File: src/rtl/boost_startup_sequencer_pkg.sv
// Shared definitions for the boost converter control peripheral and its startup sequencer.
// Register map, status bits, error encodings and the internal bus request payload.
package boost_startup_sequencer_pkg;

  localparam int unsigned ADDR_W     = 32;
  localparam int unsigned DATA_W     = 32;
  localparam int unsigned STRB_W     = 4;
  localparam int unsigned VOUT_W     = 12;
  localparam int unsigned POLL_CNT_W = 13;
  localparam int unsigned WAIT_CNT_W = 24;
  localparam int unsigned ERR_W      = 2;

  // Boost peripheral register byte offsets
  localparam logic [ADDR_W-1:0] BOOST_ENABLE_OFF   = 32'h0000_0000;
  localparam logic [ADDR_W-1:0] BOOST_INIT_OFF     = 32'h0000_0004;
  localparam logic [ADDR_W-1:0] BOOST_STATUS_OFF   = 32'h0000_0008;
  localparam logic [ADDR_W-1:0] BOOST_VIN_OFF      = 32'h0000_000C;
  localparam logic [ADDR_W-1:0] BOOST_VOUT_OFF     = 32'h0000_0010;
  localparam logic [ADDR_W-1:0] BOOST_VOUT_SET_OFF = 32'h0000_0014;

  localparam int unsigned STATUS_INIT_FINISHED_BIT = 0;

  localparam logic [STRB_W-1:0] STRB_WRITE = 4'hF;
  localparam logic [STRB_W-1:0] STRB_READ  = 4'h0;

  typedef enum logic [ERR_W-1:0] {
    ERR_NONE        = 2'd0,
    ERR_BUS_TIMEOUT = 2'd1,
    ERR_CAL_TIMEOUT = 2'd2
  } err_code_e;

  typedef struct packed {
    logic              we;
    logic [ADDR_W-1:0] addr;
    logic [DATA_W-1:0] wdata;
  } bus_req_t;

  function automatic bus_req_t make_req(input logic              we,
                                        input logic [ADDR_W-1:0] base,
                                        input logic [ADDR_W-1:0] off,
                                        input logic [DATA_W-1:0] wdata);
    bus_req_t r;
    r.we    = we;
    r.addr  = base + off;
    r.wdata = wdata;
    return r;
  endfunction

endpackage

File: src/rtl/boost_startup_sequencer_mem_bus_initiator.sv
// Runs one native mem bus transaction per request: registered handshake,
// forced idle gap between transactions and a bounded wait for ready.
module mem_bus_initiator
  import boost_startup_sequencer_pkg::*;
#(
  parameter int unsigned BUS_TIMEOUT = 255
) (
  input  logic              clk,
  input  logic              rst_n,
  input  logic              i_req,
  input  logic              i_we,
  input  logic [ADDR_W-1:0] i_addr,
  input  logic [DATA_W-1:0] i_wdata,
  output logic              o_ack,
  output logic [DATA_W-1:0] o_rdata,
  output logic              o_timeout,
  output logic              o_mem_valid,
  input  logic              i_mem_ready,
  output logic [ADDR_W-1:0] o_mem_addr,
  output logic [DATA_W-1:0] o_mem_wdata,
  output logic [STRB_W-1:0] o_mem_wstrb,
  input  logic [DATA_W-1:0] i_mem_rdata
);

  localparam logic [WAIT_CNT_W-1:0] TIMEOUT_LAST =
    (BUS_TIMEOUT > 0) ? WAIT_CNT_W'(BUS_TIMEOUT - 1) : '0;

  typedef enum logic {BI_IDLE, BI_BUSY} bi_state_e;

  bi_state_e             r_state;
  logic                  r_valid;
  logic [ADDR_W-1:0]     r_addr;
  logic [DATA_W-1:0]     r_wdata;
  logic [STRB_W-1:0]     r_wstrb;
  logic [DATA_W-1:0]     r_rdata;
  logic                  r_ack;
  logic                  r_timeout;
  logic [WAIT_CNT_W-1:0] r_wait_cnt;

  // Returning to BI_IDLE with valid low guarantees at least one idle cycle before the next request
  always_ff @(posedge clk or negedge rst_n) begin : p_bus
    if (!rst_n) begin
      r_state    <= BI_IDLE;
      r_valid    <= 1'b0;
      r_addr     <= '0;
      r_wdata    <= '0;
      r_wstrb    <= '0;
      r_rdata    <= '0;
      r_ack      <= 1'b0;
      r_timeout  <= 1'b0;
      r_wait_cnt <= '0;
    end else begin
      r_ack     <= 1'b0;
      r_timeout <= 1'b0;
      case (r_state)
        BI_IDLE: begin
          if (i_req) begin
            r_valid    <= 1'b1;
            r_addr     <= i_addr;
            r_wdata    <= i_wdata;
            r_wstrb    <= i_we ? STRB_WRITE : STRB_READ;
            r_wait_cnt <= '0;
            r_state    <= BI_BUSY;
          end
        end
        BI_BUSY: begin
          if (i_mem_ready) begin
            r_valid <= 1'b0;
            r_ack   <= 1'b1;
            r_rdata <= i_mem_rdata;
            r_state <= BI_IDLE;
          end else if (r_wait_cnt >= TIMEOUT_LAST) begin
            r_valid   <= 1'b0;
            r_timeout <= 1'b1;
            r_state   <= BI_IDLE;
          end else begin
            r_wait_cnt <= r_wait_cnt + WAIT_CNT_W'(1);
          end
        end
        default: r_state <= BI_IDLE;
      endcase
    end
  end

  assign o_ack       = r_ack;
  assign o_rdata     = r_rdata;
  assign o_timeout   = r_timeout;
  assign o_mem_valid = r_valid;
  assign o_mem_addr  = r_addr;
  assign o_mem_wdata = r_wdata;
  assign o_mem_wstrb = r_wstrb;

endmodule

File: src/rtl/boost_startup_sequencer.sv
// Autonomous bring-up and shutdown of one boost converter control peripheral:
// disable, program setpoint, calibrate and poll, then enable.
module boost_startup_sequencer
  import boost_startup_sequencer_pkg::*;
#(
  parameter logic [ADDR_W-1:0] TARGET_BASE   = 32'h0000_0000,
  parameter int unsigned       POLL_INTERVAL = 1000,
  parameter int unsigned       MAX_POLLS     = 4096,
  parameter int unsigned       BUS_TIMEOUT   = 255
) (
  input  logic              clk,
  input  logic              reset,
  input  logic              start,
  input  logic              stop,
  input  logic [VOUT_W-1:0] vout_target,
  output logic              mem_valid_o,
  input  logic              mem_ready_i,
  output logic [ADDR_W-1:0] mem_addr_o,
  output logic [DATA_W-1:0] mem_wdata_o,
  output logic [STRB_W-1:0] mem_wstrb_o,
  input  logic [DATA_W-1:0] mem_rdata_i,
  output logic              busy,
  output logic              done,
  output logic              error,
  output logic [ERR_W-1:0]  err_code
);

  localparam logic [WAIT_CNT_W-1:0] POLL_LAST =
    (POLL_INTERVAL > 0) ? WAIT_CNT_W'(POLL_INTERVAL - 1) : '0;
  localparam logic [POLL_CNT_W-1:0] POLL_MAX = POLL_CNT_W'(MAX_POLLS);

  localparam bus_req_t REQ_DIS  = make_req(1'b1, TARGET_BASE, BOOST_ENABLE_OFF, DATA_W'(0));
  localparam bus_req_t REQ_INIT = make_req(1'b1, TARGET_BASE, BOOST_INIT_OFF, DATA_W'(1));
  localparam bus_req_t REQ_STAT = make_req(1'b0, TARGET_BASE, BOOST_STATUS_OFF, DATA_W'(0));
  localparam bus_req_t REQ_EN   = make_req(1'b1, TARGET_BASE, BOOST_ENABLE_OFF, DATA_W'(1));

  typedef enum logic [3:0] {
    S_IDLE, S_W_DIS, S_W_VSET, S_W_INIT, S_R_STAT,
    S_POLL_WAIT, S_W_EN, S_SHUTDOWN, S_DONE, S_ERROR
  } state_e;

  state_e                r_state;
  logic                  r_req;
  bus_req_t              r_req_pl;
  logic [VOUT_W-1:0]     r_vout;
  logic [POLL_CNT_W-1:0] r_poll_cnt;
  logic [WAIT_CNT_W-1:0] r_wait_cnt;
  logic                  r_stop_pend;
  logic                  r_cal_pend;
  logic                  r_busy;
  logic                  r_done;
  logic                  r_error;
  err_code_e             r_err_code;

  logic              w_ack;
  logic              w_timeout;
  logic [DATA_W-1:0] w_rdata;
  logic              w_stop_req;
  logic              w_status_ok;
  logic              w_unused;

  assign w_stop_req  = stop | r_stop_pend;
  assign w_status_ok = w_rdata[STATUS_INIT_FINISHED_BIT];
  assign w_unused    = ^w_rdata;

  always_ff @(posedge clk or negedge reset) begin : p_fsm
    if (!reset) begin
      r_state     <= S_IDLE;
      r_req       <= 1'b0;
      r_req_pl    <= '0;
      r_vout      <= '0;
      r_poll_cnt  <= '0;
      r_wait_cnt  <= '0;
      r_stop_pend <= 1'b0;
      r_cal_pend  <= 1'b0;
      r_busy      <= 1'b0;
      r_done      <= 1'b0;
      r_error     <= 1'b0;
      r_err_code  <= ERR_NONE;
    end else begin
      r_req <= 1'b0;
      case (r_state)
        S_IDLE, S_DONE, S_ERROR: begin
          // stop outranks start; it only has an effect when the converter is running
          if (stop && (r_state == S_DONE)) begin
            r_state     <= S_SHUTDOWN;
            r_req       <= 1'b1;
            r_req_pl    <= REQ_DIS;
            r_done      <= 1'b0;
            r_busy      <= 1'b1;
            r_stop_pend <= 1'b0;
            r_cal_pend  <= 1'b0;
          end else if (start && !stop) begin
            r_state     <= S_W_DIS;
            r_req       <= 1'b1;
            r_req_pl    <= REQ_DIS;
            r_vout      <= vout_target;
            r_poll_cnt  <= '0;
            r_wait_cnt  <= '0;
            r_stop_pend <= 1'b0;
            r_cal_pend  <= 1'b0;
            r_busy      <= 1'b1;
            r_done      <= 1'b0;
            r_error     <= 1'b0;
            r_err_code  <= ERR_NONE;
          end
        end

        S_POLL_WAIT: begin
          if (w_stop_req) begin
            r_state  <= S_SHUTDOWN;
            r_req    <= 1'b1;
            r_req_pl <= REQ_DIS;
          end else if (r_poll_cnt >= POLL_MAX) begin
            r_state    <= S_SHUTDOWN;
            r_req      <= 1'b1;
            r_req_pl   <= REQ_DIS;
            r_cal_pend <= 1'b1;
          end else if (r_wait_cnt >= POLL_LAST) begin
            r_state  <= S_R_STAT;
            r_req    <= 1'b1;
            r_req_pl <= REQ_STAT;
          end else begin
            r_wait_cnt <= r_wait_cnt + WAIT_CNT_W'(1);
          end
        end

        // Transaction states: wait for the initiator, then take the next step
        default: begin
          if (stop) begin
            r_stop_pend <= 1'b1;
          end
          if (w_timeout) begin
            r_state    <= S_ERROR;
            r_busy     <= 1'b0;
            r_error    <= 1'b1;
            r_err_code <= ERR_BUS_TIMEOUT;
          end else if (w_ack) begin
            if (r_state == S_SHUTDOWN) begin
              r_busy <= 1'b0;
              if (r_cal_pend) begin
                r_state    <= S_ERROR;
                r_error    <= 1'b1;
                r_err_code <= ERR_CAL_TIMEOUT;
              end else begin
                r_state <= S_IDLE;
              end
            end else if (w_stop_req) begin
              r_state  <= S_SHUTDOWN;
              r_req    <= 1'b1;
              r_req_pl <= REQ_DIS;
            end else if (r_state == S_W_DIS) begin
              r_state  <= S_W_VSET;
              r_req    <= 1'b1;
              r_req_pl <= make_req(1'b1, TARGET_BASE, BOOST_VOUT_SET_OFF, DATA_W'(r_vout));
            end else if (r_state == S_W_VSET) begin
              r_state  <= S_W_INIT;
              r_req    <= 1'b1;
              r_req_pl <= REQ_INIT;
            end else if (r_state == S_W_INIT) begin
              r_state  <= S_R_STAT;
              r_req    <= 1'b1;
              r_req_pl <= REQ_STAT;
            end else if (r_state == S_R_STAT) begin
              if (w_status_ok) begin
                r_state  <= S_W_EN;
                r_req    <= 1'b1;
                r_req_pl <= REQ_EN;
              end else begin
                if (r_poll_cnt < POLL_MAX) begin
                  r_poll_cnt <= r_poll_cnt + POLL_CNT_W'(1);
                end
                r_wait_cnt <= '0;
                r_state    <= S_POLL_WAIT;
              end
            end else begin
              r_state <= S_DONE;
              r_busy  <= 1'b0;
              r_done  <= 1'b1;
            end
          end
        end
      endcase
    end
  end

  mem_bus_initiator #(
    .BUS_TIMEOUT(BUS_TIMEOUT)
  ) u_bus (
    .clk        (clk),
    .rst_n      (reset),
    .i_req      (r_req),
    .i_we       (r_req_pl.we),
    .i_addr     (r_req_pl.addr),
    .i_wdata    (r_req_pl.wdata),
    .o_ack      (w_ack),
    .o_rdata    (w_rdata),
    .o_timeout  (w_timeout),
    .o_mem_valid(mem_valid_o),
    .i_mem_ready(mem_ready_i),
    .o_mem_addr (mem_addr_o),
    .o_mem_wdata(mem_wdata_o),
    .o_mem_wstrb(mem_wstrb_o),
    .i_mem_rdata(mem_rdata_i)
  );

  assign busy     = r_busy;
  assign done     = r_done;
  assign error    = r_error;
  assign err_code = r_err_code;

endmodule

File: config.mk
export PLATFORM = sky130hd
export DESIGN_NAME = boost_startup_sequencer
export DESIGN_NICKNAME = d
export VERILOG_FILES = /design/src/rtl/boost_startup_sequencer_pkg.sv /design/src/rtl/boost_startup_sequencer_mem_bus_initiator.sv /design/src/rtl/boost_startup_sequencer.sv
export SDC_FILE = /design/constraint.sdc
export NUM_CORES = 1
export LEC_CHECK = 0
export BUFFER_PORTS_ARGS = -buffer_cell sky130_fd_sc_hd__buf_2
export CAP_MARGIN = 20
export CELL_PAD_IN_SITES_DETAIL_PLACEMENT = 2
export CELL_PAD_IN_SITES_GLOBAL_PLACEMENT = 2
export CORE_AREA = 8 8 151 153
export DETAILED_ROUTE_END_ITERATION = 10
export DIE_AREA = 0 0 159 161
export PLACE_DENSITY = 0.88
export SETUP_SLACK_MARGIN = 0.02
export SYNTH_ARGS = -nofsm -noshare
export SYNTH_HDL_FRONTEND = slang
export SYNTH_SLANG_ARGS = --single-unit
File: constraint.sdc
create_clock -name clk -period 2.6 [get_ports clk]
set_clock_uncertainty 0.15 [all_clocks]
set_input_delay 0 -clock clk [delete_from_list [all_inputs] [get_ports clk]]
set_output_delay 0 -clock clk [all_outputs]
set_load 0.02 [all_outputs]
**After elaboration in Yosys (flattened, before gate mapping)**

Cells that the tools add are included.

- Logic and storage cells: 238
- Input port bits: 49
- Bits in registers: 223
- Output and inout bits: 74

- Reduce and logical (&&, ||, !) cells: 32
- $add $sub $neg: 3
- Equality and inequality tests: 40
- Magnitude comparators: 4
- Multiplexer cells: 132
- Bitwise gates (word level): 4

Operators with widths:

| cell | count |
|---|---|
| 2-to-1 mux 65 bit | 14 |
| 2-to-1 mux 24 bit | 17 |
| 2-to-1 mux 13 bit | 12 |
| case mux 65 bit (2 select lines) | 1 |
| case mux 24 bit (2 select lines) | 2 |
| 2-to-1 mux 4 bit | 15 |
| 2-to-1 mux 1 bit | 53 |
| adder 24 x 1 -> 24 bit (second input constant) | 2 |
| case mux 13 bit (2 select lines) | 1 |
| greater-or-equal comparator 24 x 10 -> 1 bit (second input constant) | 1 |
| greater-or-equal comparator 24 x 8 -> 1 bit (second input constant) | 1 |
| != test 2 bit (second input constant) | 11 |
| != test 4 x 2 -> 1 bit (second input constant) | 4 |
| case mux 1 bit (2 select lines) | 8 |
| nonzero test 3 bit | 5 |
| 2-to-1 mux 2 bit | 7 |
| AND reduction 14 bit | 1 |
| nonzero test 7 bit | 2 |
| adder 13 x 1 -> 13 bit (second input constant) | 1 |
| greater-or-equal comparator 13 bit (second input constant) | 1 |
| < comparator 13 bit (second input constant) | 1 |
| AND reduction 13 bit | 1 |
| equality test 4 x 3 -> 1 bit (second input constant) | 3 |
| != test 2 x 1 -> 1 bit (second input constant) | 6 |
| other kinds (25) | 45 |

**Logic depth before layout (Yosys ltp)**

Gate-level depths: netlist of the first run.

- Depth in word-level cells: 12
- Mapped depth: 8
- Gate-level depth less buffers: 7

**Hierarchy**

Synthesis of the first run repeated with hierarchy kept, for this count alone.

- Cells, all modules: 849
- Area total of the unflattened synthesis: 8,583.2 sq um

By module, submodules not included:

| module | sequential area each (sq um) | instances | cells each | area each (sq um) |
|---|---|---|---|---|
| mem_bus_initiator | 3,128.0 | 1 | 447 | 4,764.6 |
| boost_startup_sequencer | 1,926.8 | 1 | 402 | 3,818.7 |

**Worst setup path after synthesis of the first run**

OpenSTA, ideal clock, no wires.

- Path kind: register to register
- Start point: reg r_wait_cnt[0]
- End point: reg r_req_pl[0] (netlist bit)
- Setup time: 0.125 ns
- Stages on the path, launching flop included: 7
- Clock period less this slack: 2.408 ns
- Required time: 2.325 ns
- Arrival time: 2.134 ns
- Path slack: 0.192 ns
- Buffers on the path: 1
- Cells stage by stage: dfrtp_1 > ha_1 > a211oi_1 > nor4bb_1 > clkbuf_1 > nor4_4 > mux2_2

- Longest elaborated chain between the ends: 3

RTL lines:

| element | line | text |
|---|---|---|
| start: declaration | boost_startup_sequencer.sv:47 | `logic [WAIT_CNT_W-1:0] r_wait_cnt;` |
| start signal: assignment | boost_startup_sequencer.sv:124 | `r_wait_cnt <= r_wait_cnt + WAIT_CNT_W'(1);` |
| greater-or-equal comparator 24 x 10 -> 1 bit | boost_startup_sequencer.sv:119 | `end else if (r_wait_cnt >= POLL_LAST) begin` |
| != test 4 bit (no source line) | - |  |
| AND reduction 7 bit (no source line) | - |  |
| end signal: assignment | boost_startup_sequencer.sv:155 | `r_req_pl <= make_req(1'b1, TARGET_BASE, BOOST_VOUT_SET_OFF, DATA_W'(r_vout));` |
| end: declaration | boost_startup_sequencer.sv:44 | `bus_req_t r_req_pl;` |

Every way passes these cells.
A chain may end at the register's enable or synchronous reset.

**Final worst setup path of the first run**

- Start point: reg r_state[1]
- End point: reg r_poll_cnt[11]

- Longest elaborated chain between the ends: 4
- Elaborated cells on any way between the ends: 26
- Those cells by class: 17 x eq/ne; 1 x mux; 1 x bitwise; 7 x reduce/logical

RTL lines:

| element | line | text |
|---|---|---|
| start: declaration | boost_startup_sequencer.sv:42 | `state_e r_state;` |
| start signal: assignment | boost_startup_sequencer.sv:68 | `r_state <= S_IDLE;` |
| start signal: assignment | boost_startup_sequencer.sv:86 | `r_state <= S_SHUTDOWN;` |
| start signal: assignment | boost_startup_sequencer.sv:94 | `r_state <= S_W_DIS;` |
| equality test 4 bit, or another cell as far along | boost_startup_sequencer.sv:82, boost_startup_sequencer.sv:85 |  |
| OR reduction 3 bit / logical AND 1 bit (equally long branches) | - |  |
| != test 2 bit (no source line), or another cell as far along | - |  |
| AND reduction 13 bit (no source line) | - |  |
| end signal: assignment | boost_startup_sequencer.sv:171 | `r_poll_cnt <= r_poll_cnt + POLL_CNT_W'(1);` |
| end: declaration | boost_startup_sequencer.sv:46 | `logic [POLL_CNT_W-1:0] r_poll_cnt;` |

Several ways; a longest one is shown, not always the timed one.

==> results of run 1 <==
[what timing repair did]
action,4_1_cts,5_1_grt
resized for setup,5,19
setup buffers,0,2
endpoints found under the hold margin,116,0
endpoints found under the setup margin,12,42
pin swaps,1,1
hold buffers,20,0
cloned,0,0
[power breakdown]
part           internal (mW)  total (mW)  switching [mW]  leakage (nW)
logic                 0.0420       0.177           0.135          1.91
registers               1.91        1.92          0.0133          1.56
clock network           1.60        2.61            1.00         0.296
[registers in the layout, indices dropped and copies added, names as in the netlist, 2 cells and up]
register / cells
u_bus.r_wait_cnt: 24
r_poll_cnt: 13
r_req_pl: 16
u_bus.o_mem_addr: 3
u_bus.o_mem_wdata: 12
r_vout: 12
r_state: 4
r_wait_cnt: 24
err_code: 2
[placed cells by master, fill, tap and decap left out, drive strengths merged, types with 3 or more instances in the layout]
cell,count
dfrtp,122
nand2,96
buf,87
conb,49
o21ai,36
and2,33
inv,28
nor2,28
nand3,24
mux2i,22
a21oi,21
nor4,21
dlygate4sd3,20
clkbuf,17
nand2b,11
nor3,10
or4,10
o31ai,9
or2,7
mux2,7
and3,6
o21bai,6
o21a,5
ha,5
nor4b,5
nor2b,5
clkinv,5
nand4,4
xnor2,4
bufinv,4
or3,4
o2bb2ai,3
and4,3
a31oi,3
a21o,3
clkinvlp,3
[path summary, 6_finish.rpt]
path	startpoint	end	slack, ns	cells past startpoint
max in group asynchronous	reset	u_bus.r_wait_cnt[14]	0.79	4
hold reg to reg	u_bus.o_mem_wdata[3]	u_bus.o_mem_wdata[3]	0.34	2
min in group asynchronous	reset	r_req_pl[11]	0.50	3
setup / recovery	r_state[1]	r_poll_cnt[11]	0.07	7
setup reg to reg	r_state[1]	r_poll_cnt[11]	0.07	7
hold / removal	start	done	0.08	5
[logic make-up after synthesis]
logic type | after synthesis | share of synthesized area (%)
AOI/OAI and AO/OA | 103 | 10.47
and+or+nand+nor | 275 | 23.39
buffers and inverters | 110 | 10.29
xor gates and xnor gates | 5 | 0.7063
DFF | 122 | 49.24
muxes | 29 | 4.823
adders and majority gates | 5 | 1.009
other | 1 | 0.06049
[metal layers]
| layer | up-vias | global-route usage, % |
|---|---|---|
| li1 | 2311 | - |
| met4 | 2 | 12.69 |
| met1 | 2729 | 19.05 |
| met5 | - | 0 |
| met2 | 192 | 32.38 |
| met3 | 88 | 3.741 |
[critical path, cell delays in order (launching register included)]
cell and delay, ns:
dfrtp_1 0.47, buf_4 0.21, or2_2 0.35, nor2_4 0.19, o21ai_1 0.13, buf_4 0.21
or4_1 0.52, a21oi_1 0.21
[layout make-up]
class | instances | area share, %
inverter | 26 | 1.268
sequential | 122 | 39.69
timing repair buffer | 107 | 10.50
tap | 275 | 4.470
clock inverter | 14 | 2.552
clock buffer | 17 | 5.527
multi-input combinational | 466 | 35.99
==> flow_summary.json, run 1 <==
{
  "wl_mm": 23.61,
  "yosys-top-cells-area": "dfrtp_1 49%, buf_4 6.3%, nand2_1 5.8%",
  "vdd_drop_max_mv": 0.4322,
  "avgViaCountPerCell": 5.182,
  "setup_viol": 0,
  "seqCellArea_um2": 3055,
  "post-synth-top-area-fraction_pct": 49.24,
  "rows": 53,
  "ys_ff_latch": 122,
  "p_leak_nw": 3.772,
  "drc": 0,
  "fin_ws_ns": 0.06818,
  "die_x_um": 159,
  "min_period_over_period_pct": 97.38,
  "synth_edf_count": 0,
  "cts.htree.levels": 4,
  "routabilityCongestion": 0.8665,
  "whs_ns": 0.07855,
  "met1_length_mm": 8.840,
  "multi_input_area_um2": 2770,
  "fillCellCount": 2244,
  "async_flop_share_pct": 100.0,
  "final_area_um2": 7697,
  "wl_met2_mm": 12.41,
  "worst_skew_pair.late_latency_ns": 0.44,
  "area_growth_pct": 24.16,
  "highest-signal-layer": "met5",
  "run_status": "complete, no violations",
  "critPathMaxFanout": 19,
  "worst_slew_pin_slew_ns": 0.6705,
  "placed_cells": 974,
  "grt_pass1_wl_mm": 36.67,
  "drt_iter0_markers": 258,
  "period_minus_slack_ns": 2.532,
  "synthTopCellsByCount": "122 x dfrtp_1, 96 x nand2_1, 52 x buf_4, 35 x o21ai_0, 33 x and2_1",
  "critPathArrivalTime_ns": 2.72,
  "synth_cell_types": 60,
  "ant_nets": 0,
  "worstPathRequired_ns": 2.79,
  "numCtsBuffers": 17,
  "endpoint_kind": "flop",
  "dp_hpwl_mm": 13.43,
  "antenna_found_initial": 1,
  "insertedDiodeCount": 0,
  "firstDrtPassIters": 4,
  "grt_max_degree": 54,
  "fin_util_pct": 37.44,
  "coreArea_um2": 20560,
  "io_buffer_count": 42,
  "cts_tree": "yes",
  "route.met3.wl_mm": 1.134,
  "clock_path_buffers": 2,
  "place_ws_ns": -0.01027,
  "ys.flop_type": "dfrtp_1",
  "placed_area_um2": 6769,
  "overflow": 0,
  "clkTransAtPathRegs_ns": 0.07,
  "final.setup.tns_ns": 0,
  "slew_viol_final": 0,
  "boundaryPins": 123,
  "maxCapViolations": 0,
  "drive_gt1_share_pct": 20.74,
  "ys_seq_area_share_pct": 49.24,
  "routedWlPerCell_um": 22.99,
  "die_area_um2": 25600,
  "clock.fmax_mhz": 395.0,
  "p_total_mw": 4.710,
  "crit_path_start_kind": "flop",
  "track_usage_pct": 18.17,
  "post-synth-top-count-cell": "dfrtp_1",
  "instances_no_fill": 1027,
  "via_count": 5322,
  "syn_area_um2": 6200,
  "powerDensity_nw_per_um2": 611.9,
  "clock-sinks": 122,
  "die_h_um": 161,
  "synth_top_cell_by_area": "dfrtp_1",
  "cts-root-buf": "clkbuf_16",
  "syn-instance-count": 650,
  "grt_pass1_vias": 6245,
  "initial_core_util_pct": 30.16,
  "final-hold-violation-count": 0,
  "postSynthAreaPerCell_um2": 9.538,
  "fin_nets": 794,
  "yosys_warnings": 0,
  "slew_headroom_pct": 54.96,
  "worstSetupPathType": "reg -> reg",
  "min_path_type": "in -> reg"
}
Note: power is estimated with default switching activity, not from simulation.
==> run 2: changes to the inputs <==
- HOLD_SLACK_MARGIN: not set -> 0.15
- REMOVE_ABC_BUFFERS: not set -> 1
==> flow_summary.json, run 2 (synthesis gave the netlist of run 1 again) <==
{
  "coreArea_um2": 20560,
  "min_period_over_period_pct": 101.3,
  "die_area_um2": 25600,
  "min_path_type": "in -> reg",
  "fin_ws_ns": -0.03335,
  "routabilityCongestion": 0.8336,
  "r2r-start": "r_state[3]",
  "drt_iter0_markers": 394,
  "clkTransAtPathRegs_ns": 0.06,
  "clock_path_buffers": 2,
  "powerDensity_nw_per_um2": 624.8,
  "crit_path_start_kind": "flop",
  "whs_endpoint": "u_bus.o_ack",
  "track_usage_pct": 19.70,
  "critPathArrivalTime_ns": 2.83,
  "slew_viol_final": 0,
  "placed_cells": 972,
  "violations": "negative setup slack",
  "placed_area_um2": 6754,
  "clock.fmax_mhz": 379.7,
  "initial_core_util_pct": 30.16,
  "final_area_um2": 7944,
  "firstDrtPassIters": 7,
  "numCtsBuffers": 17,
  "top_regs": "r_wait_cnt x24, u_bus.r_wait_cnt x24, r_req_pl x16",
  "worstPathRequired_ns": 2.79,
  "slew_headroom_pct": 55.35,
  "rsz0062_at_grt": "true",
  "switchingPower_mw": 1.132,
  "boundaryPins": 123,
  "instances_no_fill": 1044,
  "cts.htree.levels": 4,
  "seq_power_share_pct": 38.8,
  "final_cell_mix": "120 x dfrtp_1, 95 x nand2_1, 49 x conb_1",
  "rows": 53,
  "clock-sinks": 122,
  "internal_power_mw": 3.831,
  "die_h_um": 161,
  "run_status": "complete, but fails checks",
  "period_minus_slack_ns": 2.633,
  "p_clk_share_pct": 57.5,
  "timing.rr.end": "r_req_pl[10]",
  "final-hold-violation-count": 0,
  "setup_viol": 2,
  "drc": 0,
  "dp_hpwl_mm": 13.40,
  "regToRegSetupSlack_ns": -0.03,
  "drive_gt1_share_pct": 21.20,
  "grt_pass1_wl_mm": 39.41,
  "antenna_found_initial": 0,
  "whs_ns": 0.3112,
  "maxCapViolations": 0,
  "hold_depth": 3,
  "power.combinational.fraction_pct": 3.7,
  "grt_max_degree": 60,
  "reg2regPathDepth": 7,
  "io_buffer_count": 42,
  "fin_nets": 810,
  "p_leak_nw": 3.875,
  "ant_nets": 0,
  "routedWlPerCell_um": 25.15,
  "worstSetupPathType": "reg -> reg",
  "area_growth_pct": 28.13,
  "worstHoldStart": "mem_ready_i",
  "switching_share_pct": 22.81,
  "vdd_drop_max_mv": 0.4606,
  "grt_pass1_vias": 6215,
  "overflow": 0,
  "worst_slew_pin_slew_ns": 0.6683,
  "die_x_um": 159,
  "place_ws_ns": 0.08800,
  "cts_tree": "yes",
  "wl_mm": 26.26,
  "via_count": 5457,
  "insertedDiodeCount": 0,
  "cts-root-buf": "clkbuf_16",
  "critPathMaxFanout": 14,
  "endpoint_kind": "flop",
  "layout_commonest_cell": "dfrtp_1",
  "avgViaCountPerCell": 5.227,
  "worst_skew_pair.late_latency_ns": 0.44,
  "fin_util_pct": 38.64
}
## run 2: changes by cell type in the layout (fill, tap and decap cells not counted), moves of 3 or more
cell	before	now
mux2i_1	18	22
buf_4	40	43
dlygate4sd3_1	20	32
clkbuf_8	0	3
a21oi_1	21	18
mux2i_2	3	0
## run 2: area by class of cell
class | count | area [um2]
Clock inverter | 11 | 215.2
Sequential cell | 122 | 3055
Multi-Input combinational cell | 466 | 2781
Fill cell | 2191 | 12610
Clock buffer | 21 | 470.5
Inverter | 26 | 97.59
Timing Repair Buffer | 123 | 979.7
Tap cell | 275 | 344.1
## run 2: critical path, stage by stage, from the launching register on
cell	delay, ns
dfrtp_2	0.49
and4bb_2	0.45
nor4bb_1	0.57
buf_4	0.27
nor4_4	0.06
buf_12	0.16
buf_4	0.16
mux2i_1	0.22
## run 2: per-layer routing
layer / GRT usage (%) / share of wire (%) / up-vias
li1: - / - / 2347
met1: 21.42 / 39 / 2801
met2: 35.22 / 52 / 230
met3: 4.480 / 4.7 / 79
met4: 10.72 / 4.4 / 0
met5: 0 / 0 / -
## run 2: power groups by stage
stage / registers (mW) / clock network [mW] / logic (mW)
finish: 1.92 / 2.86 / 0.182
detailed placement: 1.96 / 0 / 0.145
floorplan: 1.96 / 0 / 0.0766
global route: 1.92 / 2.95 / 0.198
CTS: 1.92 / 2.84 / 0.173
global placement: 1.96 / 0 / 0.142
## run 2: timing repair
action | CTS | global route
resized for setup | 2 | 25
setup endpoints to repair | 20 | 46
pin swaps | 0 | 2
hold endpoints to repair | 156 | 0
hold buffers | 33 | 0
setup buffers | 0 | 7
## run 2: worst max path at each step
stage	start	endpoint	slack [ns]	cells after the start
CTS	r_state[0]	r_poll_cnt[11]	0.01	6
global route	r_state[3]	r_req_pl[10]	-0.10	7
detailed placement	r_state[0]	r_req_pl[34]	0.09	8
global placement	r_wait_cnt[1]	r_state[2]	0.16	6
floorplan	r_state[2]	r_req_pl[0]	-0.82	4
finish	r_state[3]	r_req_pl[10]	-0.03	7
## run 2: per-stage QoR
stage	power [mW]	setup TNS, ns
final	4.963	-0.06330
after global routing	5.069	-0.5603
after CTS	4.933	0
after detailed placement	2.102	0
after global placement	2.097	0
after floorplan	2.032	-19.18
